`config.mk`:
```
export PLATFORM = sky130hd
export DESIGN_NAME = router_sa_scheduler
export DESIGN_NICKNAME = d
export VERILOG_FILES = /design/src/rtl/router_sa_scheduler.sv
export SDC_FILE = /design/constraint.sdc
export NUM_CORES = 1
export LEC_CHECK = 0
export ABC_AREA = 1
export CAP_MARGIN = 20
export CORE_ASPECT_RATIO = 0.5
export CORE_UTILIZATION = 53
export CTS_BUF_LIST = sky130_fd_sc_hd__clkbuf_16
export CTS_CLUSTER_SIZE = 24
export DETAILED_ROUTE_END_ITERATION = 7
export GPL_TIMING_DRIVEN = 0
export PLACE_DENSITY = 0.82
export SYNTH_ARGS = -nofsm -noshare
export SYNTH_HDL_FRONTEND = slang
export SYNTH_SLANG_ARGS = --single-unit
```
`constraint.sdc`:
```
create_clock -name clk -period 5 [get_ports clk]
set_input_delay 0.5 -clock clk [delete_from_list [all_inputs] [get_ports clk]]
set_output_delay 0.5 -clock clk [all_outputs]
set_load 0.01 [all_outputs]
```
`src/rtl/router_sa_scheduler.sv`:
```
// Switch allocator for the router's shared output toward the PE array.
// Arbitrates the four mesh ports (NW=0, NE=1, SE=2, SW=3). The lowest address
// wins unless a port is starved, and every grant is gated on downstream credits.
// The block also sequences the 4-way UV-merge gather, with a timeout and a
// one-win escape that prevents livelock.
module router_sa_scheduler #(
  parameter int ADDR_WIDTH   = 8,
  parameter int RANK_WIDTH   = 4,
  parameter int CREDIT_DEPTH = 4,
  parameter int STARVE_LIMIT = 15,
  parameter int UV_TIMEOUT   = 255
) (
  input  logic                               clk,
  input  logic                               rst,
  input  logic [3:0]                         sa_request,
  input  logic [4*ADDR_WIDTH-1:0]            sa_addr,
  input  logic [3:0]                         sa_uv,
  input  logic                               credit_in,
  output logic [3:0]                         sa_grant,
  output logic [$clog2(CREDIT_DEPTH+1)-1:0]  credit_count,
  output logic                               uv_busy,
  output logic                               credit_err,
  output logic                               uv_timeout
);

  localparam int CW = $clog2(CREDIT_DEPTH + 1);
  localparam int WW = $clog2(STARVE_LIMIT + 1);
  localparam int UW = $clog2(UV_TIMEOUT + 1);

  typedef enum logic {ARB, UV_GATHER} state_e;

  state_e          state_q, state_d;
  logic [3:0]      grant_q, grant_d;
  logic [CW-1:0]   credit_q, credit_d;
  logic [WW-1:0]   wait_q [4];
  logic [WW-1:0]   wait_d [4];
  logic [UW-1:0]   uv_cnt_q, uv_cnt_d;
  logic            uv_pass_q, uv_pass_d;
  logic            credit_err_q, credit_err_d;
  logic            uv_timeout_q, uv_timeout_d;

  logic [3:0]            elig;
  logic [3:0]            starved;
  logic [1:0]            win_idx;
  logic [ADDR_WIDTH-1:0] best_addr;
  logic                  found;
  logic                  rank_eq;

  // A port granted last cycle is masked so it cannot win twice in a row.
  assign elig = sa_request & ~grant_q;

  // All four rank fields must match for a UV merge.
  assign rank_eq = (sa_addr[0 +: RANK_WIDTH] == sa_addr[ADDR_WIDTH   +: RANK_WIDTH]) &&
                   (sa_addr[0 +: RANK_WIDTH] == sa_addr[2*ADDR_WIDTH +: RANK_WIDTH]) &&
                   (sa_addr[0 +: RANK_WIDTH] == sa_addr[3*ADDR_WIDTH +: RANK_WIDTH]);

  // Winner selection: lowest-index starved port, else smallest address (lower index on tie).
  always_comb begin
    // NOTE: every variable gets a default first, so no path leaves it unassigned and no latch is inferred.
    win_idx   = 2'd0;
    best_addr = '0;
    found     = 1'b0;
    starved   = '0;
    for (int i = 0; i < 4; i++) begin
      starved[i] = elig[i] && (wait_q[i] == WW'(STARVE_LIMIT));
      if (elig[i] && (!found || sa_addr[i*ADDR_WIDTH +: ADDR_WIDTH] < best_addr)) begin
        found     = 1'b1;
        win_idx   = 2'(i);
        best_addr = sa_addr[i*ADDR_WIDTH +: ADDR_WIDTH];
      end
    end
    for (int i = 3; i >= 0; i--) begin
      if (starved[i]) win_idx = 2'(i);
    end
  end

  // Next-state and grant decision for the ARB / UV_GATHER machine.
  always_comb begin
    state_d      = state_q;
    grant_d      = '0;
    uv_cnt_d     = uv_cnt_q;
    uv_pass_d    = uv_pass_q;
    uv_timeout_d = uv_timeout_q;
    case (state_q)
      ARB: begin
        if (!uv_pass_q && |(elig & sa_uv)) begin
          state_d  = UV_GATHER;
          uv_cnt_d = '0;
        end else if (credit_q != '0 && found) begin
          grant_d   = 4'b0001 << win_idx;
          uv_pass_d = 1'b0;
        end
      end
      UV_GATHER: begin
        uv_cnt_d = uv_cnt_q + 1'b1;
        if (sa_request == 4'hF && sa_uv == 4'hF && rank_eq && credit_q != '0) begin
          grant_d = 4'hF;
          state_d = ARB;
        end else if (uv_cnt_q == UW'(UV_TIMEOUT - 1)) begin
          uv_timeout_d = 1'b1;
          uv_pass_d    = 1'b1;
          state_d      = ARB;
        end
      end
      default: state_d = ARB;
    endcase
  end

  // Credit accounting: one credit per grant cycle, credit_in returns one, saturate at full.
  always_comb begin
    credit_d     = credit_q;
    credit_err_d = credit_err_q;
    case ({|grant_d, credit_in})
      2'b10: credit_d = credit_q - 1'b1;
      2'b01: begin
        if (credit_q == CW'(CREDIT_DEPTH)) credit_err_d = 1'b1;
        else                               credit_d     = credit_q + 1'b1;
      end
      default: credit_d = credit_q;
    endcase
  end

  // Aging: count while eligible and losing, clear on grant or dropped request.
  always_comb begin
    for (int i = 0; i < 4; i++) begin
      wait_d[i] = wait_q[i];
      if (!sa_request[i] || grant_d[i])                       wait_d[i] = '0;
      else if (elig[i] && wait_q[i] != WW'(STARVE_LIMIT))     wait_d[i] = wait_q[i] + 1'b1;
    end
  end

  // State registers.
  always_ff @(posedge clk or posedge rst) begin
    if (rst) begin
      state_q      <= ARB;
      grant_q      <= '0;
      credit_q     <= CW'(CREDIT_DEPTH);
      uv_cnt_q     <= '0;
      uv_pass_q    <= 1'b0;
      credit_err_q <= 1'b0;
      uv_timeout_q <= 1'b0;
      // NOTE: the wait counters are control state, not storage, so they are reset like any other flop.
      for (int i = 0; i < 4; i++) wait_q[i] <= '0;
    end else begin
      // NOTE: non-blocking assignments so every register samples pre-edge values.
      state_q      <= state_d;
      grant_q      <= grant_d;
      credit_q     <= credit_d;
      uv_cnt_q     <= uv_cnt_d;
      uv_pass_q    <= uv_pass_d;
      credit_err_q <= credit_err_d;
      uv_timeout_q <= uv_timeout_d;
      for (int i = 0; i < 4; i++) wait_q[i] <= wait_d[i];
    end
  end

  assign sa_grant     = grant_q;
  assign credit_count = credit_q;
  assign uv_busy      = (state_q == UV_GATHER);
  assign credit_err   = credit_err_q;
  assign uv_timeout   = uv_timeout_q;

endmodule

```
==> run summary <==
The flow ran to the end, and the final reports show no timing, DRC or antenna violations. The post-route worst setup slack is 146 ps. By area the synthesized netlist is led by sky130_fd_sc_hd__dfrtp_1 (30%), sky130_fd_sc_hd__nand2_1 (13%), sky130_fd_sc_hd__ha_1 (12%).

At the placement stage, the worst setup path has a slack of -1130 ps. The tools report the final max-slew violation count as 0. The number of synthesized flops with an enable pin came out at 0.

In this run the deepest clock path goes through 2 buffers. TritonCTS built the clock tree. For this run, the detailed router's first-pass iteration total came to 5.

The logs give 2965 for the via total after detailed routing and 0 for the DRC violations left. Ranked by instance count, the synthesized netlist is headed by sky130_fd_sc_hd__nand2_1 (97), sky130_fd_sc_hd__inv_1 (45), sky130_fd_sc_hd__nor2_1 (39). The largest total area in the synthesized netlist belongs to sky130_fd_sc_hd__dfrtp_1. Buffers inserted to repair hold after CTS numbered 0. The final worst-path cycle share works out to 97.1%. The synthesized design devotes to its leading area cell type 29.9% of total area. The clock-pin slew reported for the worst setup and hold paths after clock tree synthesis was 60 ps; the worst-case headroom to the max-slew limit was 50.6%. The final RePlAce weighted congestion came out at 0.861.

The most frequent cell on the critical path was sky130_fd_sc_hd__nand2_1. For this configuration, the core starts out at a cell density of 56.4%. Slew of the pin with the lowest slew margin: 741 ps. The detailed router finished its first iteration with 181 violations.

On the worst path, the slowest cell contributes a delay of 390 ps. The type of the worst setup path is reg2reg. For the worst setup path, the data required time is 5210 ps. The hold violation total from the final report was 0; the total track usage was 26.6%.

The post-route netlist has 17.5% of its cells at a drive strength greater than 1. The tools report the sum of overflow across all layers after global routing as 0. The slowest stage of the critical path is the sky130_fd_sc_hd__dfrtp_1 cell. Input and output buffers added on the ports amount to 51. The detail-routed net length per standard cell is 14.8 um, and the clock sink total is 35. The sequential element share of the synthesized area was 30.8%; the area growth from synthesis to layout was 38.9%. The run gives 5070 ps as the worst endpoint data arrival time. In this run, flip-flops and latches consume 31.1% of the power.

Number of filler instances in the final layout: 353. The run gives 0.381 mV as the worst IR drop on VDD. Counting distinct cell types in the post-synthesis netlist gives 41. Counting both buffers and inverters, the worst setup path holds a total of 6. The number of antenna diodes in the final layout is 0. Among all cell types in the netlist, the one instantiated most often is sky130_fd_sc_hd__nand2_1.

Net switching is 37.3% of the power. The cell leakage power was 1.95 nW. The tightest min-delay check is of the reg2reg type. The number of vias per cell was 5.55; the final-layout worst hold slack was 475 ps. After routing the design area is 3950 um^2.

Derived from the worst setup path, the maximum achievable clock frequency is 206 MHz. Total number of yosys warnings: 0. The clock reaches the later pin of the worst-skew pair after 280 ps. The tool flagged a number of max-cap violations equal to 0. Summing all placed instances gives a cell area of 3470 um^2. Remaining antenna violation count after routing: 0.

Cell internal power was estimated by the tool at 0.863 mW. The number of global-route vias before repair was 2699. H-tree depth: 2. The die is 106 um wide.

The switching power summed over all nets was 0.513 mW; the standard cell core area was 5040 um^2. Final routed wirelength across all metal layers: 7920 um. In the synthesized netlist the dominant register cell turns out to be sky130_fd_sc_hd__dfrtp_1. Entering global routing, the biggest net connects 20 pins. The run gives 5550 um as the half-perimeter wire length after detailed placement.

The number of antenna violations at the first check in global routing was 0; the number of cell rows was 18. Synthesis handed over a netlist of 388 instances. In this run the clock root is driven by a sky130_fd_sc_hd__clkbuf_16. The largest fanout of any net on the critical path was 9.

The shortest clock period the worst path allows after layout came out at 4850 ps. The mapped netlist covers 2840 um^2. The share of power burned in the clock network is 25.4%, and the setup-violating endpoint count in the final report is 0. Counting flops with an async set or reset pin after synthesis yields a share of 100%. Die footprint: 5680 um^2. The tools report the TritonCTS buffer count as 5. The die is 53.8 um tall. In the final design database the tool counted 534 nets. The cell class contributing the biggest share of worst-path delay is simple AND/OR/NAND/NOR gates. For the final routed database, the setup TNS stands at 0 ps.

In this run, synthesis produced a sequential element count of 35. The number of nets handed over by synthesis was 459. Total power divided by cell area: 348 nW/um^2. The worst setup path is launched from a flip-flop.

During I/O placement, the number of pins put on the boundary was 53. Each instance of the synthesized netlist takes up on average 7.33 um^2. STA classifies the critical path endpoint as a flip-flop. On the final layout, the worst clock skew is 4.23 ps. The first global-routing pass estimated 11800 um of wire. Combinational logic burns 43.6% of the power.
[cell families (layout without fill, tap and decap cells)]
logic type	count (synthesis)	count (layout)	synth area share, %
simple gates	189	190	29.3
buf+inv	56	131	7.44
compound gates	54	54	11.4
flops	35	35	30.8
fa+ha+maj	28	28	12.6
xor+xnor	19	19	5.85
mux	7	7	2.60
[metrics by stage]
step	util, %	cells	power (mW)
4_1_cts	73.0	519	1.30
2_1_floorplan	-	388	0.746
3_3_place_gp	68.2	509	0.896
6_report	78.3	534	1.38
3_5_place_dp	68.8	510	0.932
5_1_grt	78.3	534	1.46
[state kept, by name, summed over array words and instances, names as in the netlist]
signal,flops
sa_grant,4
credit_count,3
uv_pass_q,1
uv_timeout,1
wait_q,16
uv_busy,1
uv_cnt_q,8
credit_err,1
[cells in the final DEF, fill, tap and decap left out, types with 14 or more instances in the layout]
cell type	instances
sky130_fd_sc_hd__nand2_1	93
sky130_fd_sc_hd__clkdlybuf4s50_1	48
sky130_fd_sc_hd__inv_1	45
sky130_fd_sc_hd__nor2_1	34
sky130_fd_sc_hd__dfrtp_1	34
sky130_fd_sc_hd__ha_1	23
sky130_fd_sc_hd__nand3_1	16
sky130_fd_sc_hd__o21ai_0	16
sky130_fd_sc_hd__xor2_1	15
sky130_fd_sc_hd__buf_4	14
[final timing paths]
check                      slack, ps  depth (start not counted)        start         endpoint
min in group asynchronous        650                          2          rst      uv_cnt_q[4]
max                              150                         38  sa_grant[0]        wait_q[5]
min reg2reg                      470                          1   credit_err       credit_err
max in group asynchronous       3720                          3          rst  credit_count[2]
max reg2reg                      150                         38  sa_grant[0]        wait_q[5]
min                              470                          1   credit_err       credit_err
[metal layers]
layer	vias to the layer above	global-route usage, %	wire (um)
met5	-	0.893	0
met4	0	9.26	102
met3	12	3.75	477
met2	109	48.6	3870
met1	1403	33.5	3470
li1	1441	-	-
[layout make-up]
cell class	instances	area (um^2)	share of cell area, %
multi-input cells	298	1920	48.5
inverters	52	195	4.94
clock inverters	3	41.3	1.04
clock buffers	5	125	3.17
plain buffers	4	45.0	1.14
flip-flops and latches	35	877	22.2
well taps	70	87.6	2.22
repair buffers	67	664	16.8
[power by group through the flow]
stage	logic [mW]	registers [mW]	clock network [mW]
after global placement	0.472	0.423	0
after CTS	0.521	0.427	0.352
final	0.599	0.427	0.349
after floorplan	0.320	0.426	0
after global routing	0.666	0.437	0.361
after detailed placement	0.503	0.429	0
[timing repair]
| action | 4_1_cts | 5_1_grt |
|---|---|---|
| buffers inserted | 1 | 12 |
| endpoints found under the setup margin | 20 | 20 |
| gates resized for setup | 21 | 40 |
| gates cloned | 0 | 3 |
| pin swaps | 4 | 13 |
No activity file was read; power rests on OpenSTA's default activity.
